## src/rtl/rr_mux_arbiter_pkg.sv

```systemverilog
// rr_mux_arbiter shared types and helpers.
// State encoding, requester indices, round-robin pick.
package rr_mux_arbiter_pkg;

  localparam int NUM_REQ = 4;

  localparam logic [1:0] REQ_A = 2'd0;
  localparam logic [1:0] REQ_B = 2'd1;
  localparam logic [1:0] REQ_C = 2'd2;
  localparam logic [1:0] REQ_D = 2'd3;

  typedef enum logic {
    IDLE  = 1'b0,
    GRANT = 1'b1
  } state_t;

  // First set request scanning ptr, ptr+1, ... (mod 4).
  function automatic logic [1:0] rr_pick(
    input logic [NUM_REQ-1:0] req,
    input logic [1:0]         ptr
  );
    logic [1:0] idx;
    logic [1:0] win;
    logic       found;
    win   = ptr;
    found = 1'b0;
    for (int i = 0; i < NUM_REQ; i++) begin
      idx = ptr + 2'(i);
      if (!found && req[idx]) begin
        win   = idx;
        found = 1'b1;
      end
    end
    return win;
  endfunction

  function automatic logic [NUM_REQ-1:0] onehot(
    input logic [1:0] s
  );
    return 4'b0001 << s;
  endfunction

endpackage

```

## src/rtl/rr_mux_arbiter_if.sv

```systemverilog
// rr_mux_arbiter requester/sink bundle.
// slave: arbiter side; master: requesters and sink.
interface rr_mux_arbiter_if #(
  parameter int N = 4
);
  import rr_mux_arbiter_pkg::*;

  logic [NUM_REQ-1:0] req;
  logic [N-1:0]       data_a;
  logic [N-1:0]       data_b;
  logic [N-1:0]       data_c;
  logic [N-1:0]       data_d;
  logic               out_ready;
  logic [NUM_REQ-1:0] gnt;
  logic [1:0]         sel;
  logic               out_valid;
  logic [N-1:0]       out_data;
  logic               busy;

  modport slave (
    input  req, data_a, data_b, data_c, data_d,
    input  out_ready,
    output gnt, sel, out_valid, out_data, busy
  );

  modport master (
    output req, data_a, data_b, data_c, data_d,
    output out_ready,
    input  gnt, sel, out_valid, out_data, busy
  );

endinterface

```

## src/rtl/NBit_4x1_Multiplexer.sv

```systemverilog
// N-bit 4-to-1 multiplexer.
// Select follows requester index order A..D.
module NBit_4x1_Multiplexer
  import rr_mux_arbiter_pkg::*;
#(
  parameter int N = 4
) (
  input  logic [N-1:0] a,
  input  logic [N-1:0] b,
  input  logic [N-1:0] c,
  input  logic [N-1:0] d,
  input  logic [1:0]   s,
  output logic [N-1:0] y
);

  // Pure select, no storage.
  always_comb begin
    y = '0;
    case (s)
      REQ_A:   y = a;
      REQ_B:   y = b;
      REQ_C:   y = c;
      REQ_D:   y = d;
      default: y = '0;
    endcase
  end

endmodule

```

## src/rtl/rr_mux_arbiter.sv

```systemverilog
// Round-robin burst arbiter over a shared 4x1 mux.
// Bursts capped at MAX_BURST beats, one idle bubble per grant.
module rr_mux_arbiter
  import rr_mux_arbiter_pkg::*;
#(
  parameter int N         = 4,
  parameter int MAX_BURST = 4
) (
  input logic            clk,
  input logic            rst,
  rr_mux_arbiter_if.slave bus
);

  localparam int CW = $clog2(MAX_BURST + 1);
  localparam logic [CW-1:0] LAST = CW'(MAX_BURST);

  state_t        state_q, state_d;
  logic [1:0]    sel_q, sel_d;
  logic [1:0]    ptr_q, ptr_d;
  logic [CW-1:0] cnt_q, cnt_d;
  logic          vld;
  logic          acc;
  logic [N-1:0]  mux_y;

  NBit_4x1_Multiplexer #(.N(N)) u_mux (
    .a (bus.data_a),
    .b (bus.data_b),
    .c (bus.data_c),
    .d (bus.data_d),
    .s (sel_q),
    .y (mux_y)
  );

  assign vld = (state_q == GRANT) & bus.req[sel_q];
  assign acc = vld & bus.out_ready;

  assign bus.gnt       = (state_q == GRANT) ? onehot(sel_q) : '0;
  assign bus.sel       = sel_q;
  assign bus.out_valid = vld;
  assign bus.out_data  = vld ? mux_y : '0;
  assign bus.busy      = (state_q == GRANT);

  // State register; reset overrides any in-flight beat.
  always_ff @(posedge clk) begin
    if (rst) begin
      state_q <= IDLE;
      sel_q   <= '0;
      ptr_q   <= '0;
      cnt_q   <= '0;
    end else begin
      state_q <= state_d;
      sel_q   <= sel_d;
      ptr_q   <= ptr_d;
      cnt_q   <= cnt_d;
    end
  end

  // Arbitration, burst counting and release.
  always_comb begin
    state_d = state_q;
    sel_d   = sel_q;
    ptr_d   = ptr_q;
    cnt_d   = cnt_q;
    unique case (state_q)
      IDLE: begin
        if (|bus.req) begin
          state_d = GRANT;
          sel_d   = rr_pick(bus.req, ptr_q);
          cnt_d   = '0;
        end
      end
      GRANT: begin
        if (!bus.req[sel_q]) begin
          state_d = IDLE;
          ptr_d   = sel_q + 2'd1;
        end else if (acc) begin
          if (cnt_q + CW'(1) == LAST) begin
            state_d = IDLE;
            ptr_d   = sel_q + 2'd1;
          end
          cnt_d = cnt_q + CW'(1);
        end
      end
      default: state_d = IDLE;
    endcase
  end

endmodule

```

## src/flat_wrapper.sv

```systemverilog
// flat-port wrapper written by rule: the top's interface ports become plain ports
module rr_mux_arbiter_flat import rr_mux_arbiter_pkg::*;
#(
  parameter int N         = 4,
  parameter int MAX_BURST = 4
)
  (clk, rst, bus_req, bus_data_a, bus_data_b, bus_data_c, bus_data_d, bus_out_ready, bus_gnt, bus_sel, bus_out_valid, bus_out_data, bus_busy);
  rr_mux_arbiter_if #(.N(N)) bus_i ();
  input logic clk;
  input logic rst;
  input wire logic [$bits(bus_i.req)-1:0] bus_req;
  input wire logic [$bits(bus_i.data_a)-1:0] bus_data_a;
  input wire logic [$bits(bus_i.data_b)-1:0] bus_data_b;
  input wire logic [$bits(bus_i.data_c)-1:0] bus_data_c;
  input wire logic [$bits(bus_i.data_d)-1:0] bus_data_d;
  input wire logic [$bits(bus_i.out_ready)-1:0] bus_out_ready;
  output wire logic [$bits(bus_i.gnt)-1:0] bus_gnt;
  output wire logic [$bits(bus_i.sel)-1:0] bus_sel;
  output wire logic [$bits(bus_i.out_valid)-1:0] bus_out_valid;
  output wire logic [$bits(bus_i.out_data)-1:0] bus_out_data;
  output wire logic [$bits(bus_i.busy)-1:0] bus_busy;
  assign bus_i.req = bus_req;
  assign bus_i.data_a = bus_data_a;
  assign bus_i.data_b = bus_data_b;
  assign bus_i.data_c = bus_data_c;
  assign bus_i.data_d = bus_data_d;
  assign bus_i.out_ready = bus_out_ready;
  assign bus_gnt = bus_i.gnt;
  assign bus_sel = bus_i.sel;
  assign bus_out_valid = bus_i.out_valid;
  assign bus_out_data = bus_i.out_data;
  assign bus_busy = bus_i.busy;
  rr_mux_arbiter #(.N(N), .MAX_BURST(MAX_BURST)) u_core (.clk(clk), .rst(rst), .bus(bus_i));
endmodule
```

## config.mk

```make
export PLATFORM = sky130hd
export DESIGN_NAME = rr_mux_arbiter_flat
export DESIGN_NICKNAME = d
export VERILOG_FILES = /design/src/rtl/rr_mux_arbiter_pkg.sv /design/src/rtl/rr_mux_arbiter_if.sv /design/src/rtl/NBit_4x1_Multiplexer.sv /design/src/rtl/rr_mux_arbiter.sv /design/src/flat_wrapper.sv
export SDC_FILE = /design/constraint.sdc
export NUM_CORES = 1
export LEC_CHECK = 0
export ABC_AREA = 1
export CORE_MARGIN = 1.5
export CORE_UTILIZATION = 29
export CTS_CLUSTER_DIAMETER = 60
export CTS_CLUSTER_SIZE = 10
export DETAILED_ROUTE_END_ITERATION = 10
export DONT_BUFFER_PORTS = 1
export GPL_ROUTABILITY_DRIVEN = 0
export SKIP_CTS_REPAIR_TIMING = 1
export SYNTH_ARGS = -nofsm -noshare
export SYNTH_HDL_FRONTEND = slang
export SYNTH_SLANG_ARGS = --single-unit
```

## constraint.sdc

```tcl
create_clock -name clk -period 2.9 [get_ports clk]
set_input_delay 0.58 -clock clk [delete_from_list [all_inputs] [get_ports clk]]
set_output_delay 0.58 -clock clk [all_outputs]
set_load 0.03 [all_outputs]
```

Word-level counts from Yosys, hierarchy flattened
Index checks and enable logic that the tools add are counted.
- bits in registers: 8
- input port bits: 23
- output and inout bits: 12
- logic and storage cells: 75
- add/sub/neg operators: 5
- $lt $le $gt $ge: 5
- eq/ne operators: 9
- shift operators: 1
- multiplexer cells: 37
- bitwise operators: 3
- reductions and logical operators: 11
- operator list (kind ; count):
    $mux W1 ; 18
    $pmux W4 S4 ; 1
    $lt A2 B3 Y1 const B ; 5
    $mux W2 ; 6
    $bmux W1 S2 ; 5
    $mux W3 ; 3
    $mux W4 ; 2
    $ne A2 B2 Y1 const B ; 3
    $pmux W3 S2 ; 1
    $reduce_and A3 Y1 ; 2
    $add A2 B1 Y2 const B ; 2
    $add A2 B2 Y2 const B ; 2
    $eq A2 B2 Y1 const B ; 2
    $ne A2 B1 Y1 const B ; 2
    $reduce_or A4 Y1 ; 1
    $shl A1 B2 Y4 const A ; 1
    $add A3 B1 Y3 const B ; 1
    $eq A3 B3 Y1 const B ; 1
    $logic_and A1 B1 Y1 ; 3
    $logic_not A1 Y1 ; 3
    $and A1 B1 Y1 ; 2
    $eq A2 B1 Y1 const B ; 1
    $logic_not A2 Y1 ; 1
    $pmux W1 S2 ; 1
    other kinds (2) ; 2

Longest topological paths before layout
Gate-level depths: netlist of run 1.
- depth in word-level cells: 18
- gate-level depth with buffers: 12
- gate-level depth less buffers: 12

By module
A second synthesis of run 1 with hierarchy kept.
- cell total of the unflattened synthesis: 160
- area total of the unflattened synthesis: 949.7 µm²
- by module, submodules not included (module ; times used ; cells each ; area an instance (µm²) ; seq. area each (µm²)):
    rr_mux_arbiter ; 1 ; 135 ; 808.3 ; 160.2
    NBit_4x1_Multiplexer ; 1 ; 25 ; 141.4 ; 0.0

Worst setup path after synthesis of run 1
No wires, ideal clock.
- path kind: input to output
- start: input port bus_req[0]
- end: output port bus_out_data[0]
- arrival time: 1921 ps
- required time: 2320 ps
- path slack: 399 ps
- cell stages on the path: 6
- path buffers: 0
- path through: inv_1 > o21ai_0 > nand2_1 > nor2_4 > inv_1 > nor3_1
- word-level cells in the longest chain between the ends: 4
- ends and longest elaborated chain (element ; RTL line ; text):
    start, declared ; flat_wrapper.sv:11 ; input wire logic [$bits(bus_i.req)-1:0] bus_req;
    $bmux W1 S2 ; rr_mux_arbiter.sv:34 ; assign vld = (state_q == GRANT) & bus.req[sel_q];
    $mux W1 (not written as such) ; rr_mux_arbiter.sv:34 ;
    $and A1 B1 Y1 ; rr_mux_arbiter.sv:34 ;
    named net bus_out_valid ; flat_wrapper.sv:19 ; output wire logic [$bits(bus_i.out_valid)-1:0] bus_out_valid;
    $mux W4 ; rr_mux_arbiter.sv:40 ; assign bus.out_data = vld ? mux_y : '0;
    end, declared ; flat_wrapper.sv:20 ; output wire logic [$bits(bus_i.out_data)-1:0] bus_out_data;
The timed path passes the listed nets, and every way through them passes these cells. The select of a mux whose other input is x is not followed.

Worst setup path after layout of run 1
- start: register u_core.sel_q[0], in the netlist u_core.bus.sel[0]
- end: output port bus_out_data[3]
- word-level cells in the longest chain between the ends: 4
- elaborated cells between the ends (all ways): 9
- those cells by class: eq/ne (3); mux (4); bitwise (1); reduce/logical (1)
- ends and longest elaborated chain (element ; RTL line ; text):
    start, declared ; rr_mux_arbiter.sv:18 ; logic [1:0] sel_q, sel_d;
    start signal, assigned ; rr_mux_arbiter.sv:52 ; sel_q <= sel_d;
    $bmux W1 S2 ; rr_mux_arbiter.sv:34 ;
    $mux W1 (not written as such) ; rr_mux_arbiter.sv:34 ;
    $and A1 B1 Y1 ; rr_mux_arbiter.sv:34 ;
    $mux W4 (*) ; rr_mux_arbiter.sv:40 ;
Every way passes the cells marked *; elsewhere a longest branch is shown, timed or not. The select of a mux whose other input is x is not followed.

==> flow_summary.toml, run 1 <==
[logic_synthesis]
synth_area_sq_um = 830
synth.distinct_cells = 19
synth.avg_cell_area_sq_um = 5.84
ys_warn_count = 0
yosysSeqAreaShare = 0.193
syn_inst = 142
ys_ff_latch = 8
syn-num-nets = 172

[setup_path]
path_class = "reg -> out"
worstSetupEndpointType = "output pin"
arrival_ns = 1.97
path_max_fanout = 8
ff2ff_setup_slack_ns = 1.23
reg2reg_to = "u_core.bus.sel[0]"
crit_path_start_kind = "flop"
reg2reg_depth = 11
cp.required_ns = 2.32
reg2reg_from = "u_core.ptr_q[0]"

[clocking]
tritoncts = "done"
insertion_delay_ns = 0.26
htree_levels = 1
cts_buffer_depth = 2
cts_made_buffers = 3
clkTransAtPathRegs_ns = 0.05
cts_root_buffer = "clkbuf_4"
clkSinkCount = 8

[final_layout]
fin_nets = 181
seq_area_sq_um = 161
antenna_cells = 0
final_cell_mix = "nand2_1, inv_1, nand3_1"
final_cells = 180
drive_gt1_frac = 0.121
fin_area_sq_um = 918
layout_commonest_cell = "nand2_1"
fill_cells = 298
area_growth_pct = 10.7
final_core_util = 0.336
multiInputGateArea_sq_um = 572

[min_path]
hold_path.class = "in -> reg"
holdPathStages = 1
holdPathEnd = "u_core.bus.sel[1]"
hold_start = "rst"

[pwr]
p_leak_nw = 0.484
power_density_nw_per_um2 = 696
p_int_uw = 300
p_switching_uw = 339
pwr-share-seq = 0.259
power_frac_comb = 0.606
ir_worst_vdd_uv = 247
pwr-share-clk = 0.135
swShare = 0.530

[route]
postRouteAntennaNets = 0
wire_per_inst_um = 11.5
firstDrtPassIters = 6
via_per_inst = 4.99
route.vias.total = 898
drc_errors = 0
dr.first_iter.drc_count = 47
routed_wl_um = 2080

[timing]
fin_skew_ns = 0.00472
worst-slew-pin-transition_ns = 0.370
hold_viol_final = 0
hold_slack_ns = 0.377
finalSetupTns_ns = 0
fmax_ghz = 0.392
slew_viol_final = 0
rsz0062_at_grt = "false"
post-route-period-util = 0.879
finalCriticalPeriod_ns = 2.55
slew-limit-headroom = 0.753
setup_violations = 0

[placed_design]
postPlaceCellArea_sq_um = 895
portBuffers = 0
numPlacedInstances = 177
dpl.hpwl_um = 1730

[grt]
grt_pass1_vias = 826
antenna_found_initial = 0
grt_max_degree = 12
grt_pass1_wl_um = 3480
grtUsageTotal = 0.137
grt_overflow = 0

[die]
core_sq_um = 2730
ios = 35
die_y_um = 56.5
dieWidth_um = 56.5
initial_utilization = 0.303
fp-row-count = 19
dieArea_sq_um = 3190

[outcome]
status = "finished clean"

[run]
maxCapViolations = 0
==> worst max path at each step <==
stage / slack, ns / from / to / depth (start not counted)
3_3_place_gp: 0.46 / u_core.bus.sel[0] / bus_out_data[3] / 7
2_1_floorplan: 0.40 / bus_req[0] / bus_out_data[0] / 6
4_1_cts: 0.13 / u_core.bus.sel[0] / bus_out_data[3] / 7
3_5_place_dp: 0.41 / u_core.bus.sel[0] / bus_out_data[3] / 7
5_1_grt: 0.17 / u_core.bus.sel[0] / bus_out_data[3] / 7
6_report: 0.35 / u_core.bus.sel[0] / bus_out_data[3] / 7
==> flip-flops by register name (all words and copies together) (netlist names) <==
| name | count |
|---|---|
| u_core.bus.busy | 1 |
| u_core.bus.sel | 2 |
| u_core.cnt_q | 3 |
| u_core.ptr_q | 2 |
==> cell type report <==
class / instances / share of cell area
multi-input combinational: 111 / 0.623
clock buffer: 3 / 0.0245
timing repair buffer: 6 / 0.0490
tap: 31 / 0.0422
sequential: 8 / 0.176
inverter: 21 / 0.0858
==> cell families after synthesis <==
family | after synthesis | share of synthesized area
buffers and inverters | 23 | 0.118
AND/OR/NAND/NOR | 83 | 0.433
AO/OA/AOI/OAI | 21 | 0.151
adder cells (fa/ha/maj) | 7 | 0.106
flip-flops | 8 | 0.193
==> metrics by stage <==
stage	power [mW]	setup slack, ns
after floorplan	0.474	0.399
after detailed placement	0.556	0.410
final	0.640	0.352
after CTS	0.644	0.130
after global routing	0.703	0.171
after global placement	0.540	0.464
==> synth_stat cells (all sizes together) <==
cell,n,area share
a21oi,9,0.059
a221oi,4,0.042
clkbuf,2,0.023
dfxtp,8,0.19
ha,7,0.11
inv,21,0.095
nand2,56,0.26
nand3,14,0.090
nor2,9,0.059
nor3,4,0.024
o21ai,7,0.042
o22ai,1,0.0075
==> routing by layer <==
layer / up-vias / wire (um) / global-route usage
met1: 391 / 865 / 0.154
met5: - / 0 / 0
met3: 4 / 148 / 0.0346
li1: 469 / - / -
met2: 34 / 1030 / 0.248
met4: 0 / 30 / 0.0510
==> power groups by stage <==
stage	sequential (mW)	clock [mW]	combinational (mW)
3_3_place_gp	0.166	0	0.375
5_1_grt	0.169	0.0964	0.438
4_1_cts	0.164	0.0894	0.391
6_report	0.166	0.0862	0.388
2_1_floorplan	0.167	0	0.307
3_5_place_dp	0.166	0	0.390
==> worst max-delay path: stages (launching register included) <==
cell and delay (ns):
dfxtp_2 0.49, inv_1 0.16, ha_1 0.22, inv_1 0.17, nand2_1 0.08, a221oi_1 0.31
nor3_1 0.09, buf_4 0.18
No activity file was read; power rests on OpenSTA's default activity.
==> inputs of run 2 (changes only) <==
- clock period: 2.9 -> 2.4 ns (I/O delays scaled with it)
==> run 2 against run 1 <==
Against the previous run: non-clock buffer count up 2; final cell count up 1.1%; largest cell class unchanged; setup slack worse by 0.15 ns; critical path depth unchanged; die area unchanged; power up 22%; critical endpoint is now bus_out_data[2].
==> flow_summary.toml, run 2 (synthesized netlist as in run 1, its figures left out) <==
[die]
fp-row-count = 19
core_sq_um = 2730
ios = 35
initial_utilization = 0.303
dieArea_sq_um = 3190
dieWidth_um = 56.5
die_y_um = 56.5

[setup_path]
reg2reg_depth = 12
arrival_ns = 1.72
reg2reg_to = "u_core.bus.sel[1]"
reg2reg_from = "u_core.ptr_q[0]"
startpoint = "u_core.bus.sel[1]"
path_class = "reg -> out"
crit_path_end = "bus_out_data[2]"
crit_chain = "inv_1 -> ha_1 -> inv_1 -> nand2_1 -> a221oi_1 -> nor3_1 -> buf_4"
ff2ff_setup_slack_ns = 0.77
cpMostUsedCell = "inv_1"
worstSetupEndpointType = "output pin"
crit_path_start_kind = "flop"
slowest_stage = "dfxtp_1"
cp.required_ns = 1.92
max_stage_delay_ns = 0.40
path_max_fanout = 8

[grt]
grt_overflow = 0
antenna_found_initial = 0
grt_pass1_wl_um = 3760
grt_max_degree = 12
grtUsageTotal = 0.146
grt_pass1_vias = 909

[min_path]
hold_path.class = "in -> reg"

[final_layout]
final_core_util = 0.341
regMostFlops = "u_core.cnt_q"
fin_nets = 183
fill_cells = 303
antenna_cells = 0
layout_commonest_cell = "nand2_1"
final_cell_mix = "nand2_1, inv_1, nand3_1"
area_growth_pct = 12.4
drive_gt1_frac = 0.126
largest_reg_flops = 3

[clocking]
tritoncts = "done"
clkSinkCount = 8
cts_made_buffers = 3
clkTransAtPathRegs_ns = 0.06
insertion_delay_ns = 0.25
htree_levels = 1
cts_buffer_depth = 2
cts_root_buffer = "clkbuf_4"

[timing]
slew-limit-headroom = 0.757
hold_viol_final = 0
setup_violations = 0
fmax_ghz = 0.454
hold_slack_ns = 0.288
finalSetupTns_ns = 0
slew_viol_final = 0
rsz0062_at_grt = "false"
post-route-period-util = 0.918
fin_skew_ns = 0.00417
finalCriticalPeriod_ns = 2.20
worst-slew-pin-transition_ns = 0.365

[route]
route.vias.total = 948
dr.first_iter.drc_count = 49
wire_per_inst_um = 11.9
postRouteAntennaNets = 0
drc_errors = 0
firstDrtPassIters = 4
via_per_inst = 5.21
routed_wl_um = 2160

[pwr]
power_density_nw_per_um2 = 835
ir_worst_vdd_uv = 323
p_leak_nw = 0.495

[placed_design]
dpl.hpwl_um = 1790
portBuffers = 0

[run]
maxCapViolations = 0

[outcome]
status = "finished clean"
==> run 2: cell types whose count changed in the layout (fill, tap and decap cells not counted), sizes merged <==
cell	change
buf	+2
==> run 2: through the flow <==
stage / power (mW) / std cells / area [sq um] / worst slack (ns)
2_1_floorplan: 0.572 / 142 / 830 / 0.00751
3_3_place_gp: 0.660 / 179 / 910 / 0.506
3_5_place_dp: 0.678 / 179 / 910 / 0.468
4_1_cts: 0.782 / 182 / 932 / 0.190
5_1_grt: 0.865 / 182 / 932 / 0.0100
6_report: 0.779 / 182 / 932 / 0.198
==> run 2: worst min-delay path by stage <==
stage | depth (start not counted) | slack (ns) | startpoint | end
floorplan | 2 | 0.46 | u_core.cnt_q[1] | u_core.cnt_q[1]
global placement | 2 | 0.47 | u_core.cnt_q[1] | u_core.cnt_q[1]
detailed placement | 2 | 0.50 | u_core.cnt_q[0] | u_core.cnt_q[0]
CTS | 1 | 0.28 | rst | u_core.bus.sel[1]
global route | 1 | 0.27 | rst | u_core.bus.sel[1]
finish | 1 | 0.29 | rst | u_core.cnt_q[1]
==> run 2: layout make-up <==
cell class | count | area [sq um] | area share
clock buffers | 3 | 22.5 | 0.0242
flip-flops and latches | 8 | 160 | 0.172
repair buffers | 8 | 60.1 | 0.0644
multi-input cells | 111 | 572 | 0.613
inverters | 21 | 78.8 | 0.0846
well taps | 31 | 38.8 | 0.0416
==> run 2: metal layers <==
layer / up-vias / track usage / routed length [um]
li1: 477 / - / -
met1: 433 / 0.155 / 841
met2: 36 / 0.272 / 1140
met3: 2 / 0.0415 / 166
met4: 0 / 0.0510 / 12
met5: - / 0 / 0
==> run 2: report_power, final <==
group          switching [mW]  internal (mW)
Sequential             0.0281          0.154
Combinational           0.333          0.160
Clock                  0.0451         0.0572
Total                   0.407          0.372
==> run 2: worst max-delay path, delay by kind of cell, from the launching register on <==
family,cells,cell delay (ns)
AO/OA/AOI/OAI,1,0.24
AND/OR/NAND/NOR,2,0.17
adder cells (fa/ha/maj),1,0.19
flip-flops,1,0.40
buffers and inverters,3,0.47
==> inputs of run 3 (changes only) <==
- RECOVER_POWER: unset -> 25
==> run 3 against run 2 <==
Against the previous run: final cell count stayed put; power is 0.90% lower; worst hold slack better by 0.0013 ns; critical path depth stayed put; global-route usage stayed put; core utilization is 0.27 points lower; register-to-register slack hardly changed; largest power group unchanged; sequential share of layout area is 0.14 points higher; sequential cell count stayed put.
==> flow_summary.toml, run 3 (synthesized netlist as in run 1, its figures left out) <==
[final_layout]
final_core_util = 0.338
largest_reg_flops = 3
fin_nets = 183
fin_area_sq_um = 925
area_growth_pct = 11.5
drive_gt1_frac = 0.113
antenna_cells = 0
regMostFlops = "u_core.cnt_q"
layout_commonest_cell = "nand2_1"
final_cell_mix = "nand2_1, inv_1, nand3_1"

[die]
ios = 35
dieArea_sq_um = 3190
fp-row-count = 19
dieWidth_um = 56.5
die_y_um = 56.5
core_sq_um = 2730
initial_utilization = 0.303

[timing]
post-route-period-util = 0.914
hold_viol_final = 0
fin_skew_ns = 0.00417
slew-limit-headroom = 0.557
rsz0062_at_grt = "false"
slew_viol_final = 0
fmax_ghz = 0.456
finalSetupTns_ns = 0
setup_violations = 0
worst-slew-pin-transition_ns = 0.665
finalCriticalPeriod_ns = 2.19

[setup_path]
worstSetupEndpointType = "output pin"
crit_chain = "inv_1 -> ha_1 -> inv_1 -> nand2_1 -> a221oi_1 -> nor3_1 -> buf_4"
path_class = "reg -> out"
cpMostUsedCell = "inv_1"
max_stage_delay_ns = 0.40
slowest_stage = "dfxtp_1"
crit_path_start_kind = "flop"
cp.required_ns = 1.92
arrival_ns = 1.71
path_max_fanout = 8

[min_path]
hold_path.class = "in -> reg"

[clocking]
cts_made_buffers = 3
cts_root_buffer = "clkbuf_4"
insertion_delay_ns = 0.25
htree_levels = 1
clkTransAtPathRegs_ns = 0.06
cts_buffer_depth = 2
clkSinkCount = 8
tritoncts = "done"

[pwr]
pwr-share-seq = 0.236
p_leak_nw = 0.487
power_density_nw_per_um2 = 834
pwr-share-clk = 0.132
p_int_uw = 366
swShare = 0.525
totalPowerFinal_uw = 772
p_switching_uw = 405
power_frac_comb = 0.632
ir_worst_vdd_uv = 317

[grt]
grt_pass1_vias = 909
grt_overflow = 0
grt_pass1_wl_um = 3760
grt_max_degree = 12
grtUsageTotal = 0.146
antenna_found_initial = 0

[placed_design]
dpl.hpwl_um = 1790
portBuffers = 0
postPlaceCellArea_sq_um = 910

[route]
firstDrtPassIters = 4
postRouteAntennaNets = 0
route.vias.total = 936
drc_errors = 0
via_per_inst = 5.14
dr.first_iter.drc_count = 58
wire_per_inst_um = 11.8
routed_wl_um = 2150

[run]
maxCapViolations = 0

[outcome]
status = "finished clean"
## run 3: cell count changes in the layout (fill, tap and decap cells not counted), sizes merged
| cell | delta |
|---|---|
| buf | -2 |
| clkbuf | +2 |
## run 3: worst paths after layout
check,to,slack (ns),from,depth (start not counted)
max,bus_out_data[2],0.21,u_core.bus.sel[1],7
min,u_core.cnt_q[1],0.29,rst,1
min reg2reg,u_core.cnt_q[0],0.50,u_core.cnt_q[0],2
max reg2reg,u_core.bus.sel[0],0.76,u_core.ptr_q[0],11
## run 3: final cells by class
class                   instances  area, sq um
clock buffers                   3         22.5
flip-flops and latches          8          160
multi-input cells             111          572
well taps                      31         38.8
inverters                      21         78.8
fillers                       303         1810
repair buffers                  8         52.6
## run 3: per-layer routing
metal | up-vias | GRT usage | wire length [um]
met5 | - | 0 | 0
met3 | 2 | 0.0415 | 162
met4 | 0 | 0.0510 | 12
li1 | 477 | - | -
met1 | 423 | 0.155 | 843
met2 | 34 | 0.272 | 1130
## run 3: worst max-delay path, delay by kind of cell, from the launching register on
| kind | cells | cell delay, ns |
|---|---|---|
| adders and majority gates | 1 | 0.19 |
| AOI/OAI and AO/OA | 1 | 0.24 |
| DFF | 1 | 0.40 |
| and+or+nand+nor | 2 | 0.17 |
| buffers and inverters | 3 | 0.47 |
## run 3: through the flow
step,std cells,setup WS [ns],hold slack [ns]
4_1_cts,182,0.190,0.282
5_1_grt,182,0.0141,0.269
3_5_place_dp,179,0.468,0.497
3_3_place_gp,179,0.506,0.467
6_report,182,0.206,0.289
2_1_floorplan,142,0.00751,0.455
## run 3: power by group through the flow
stage,Sequential [mW],Combinational [mW],Clock [mW]
floorplan,0.201,0.371,0
global placement,0.183,0.477,0
detailed placement,0.185,0.493,0
CTS,0.182,0.495,0.105
global route,0.186,0.557,0.116
finish,0.182,0.488,0.102
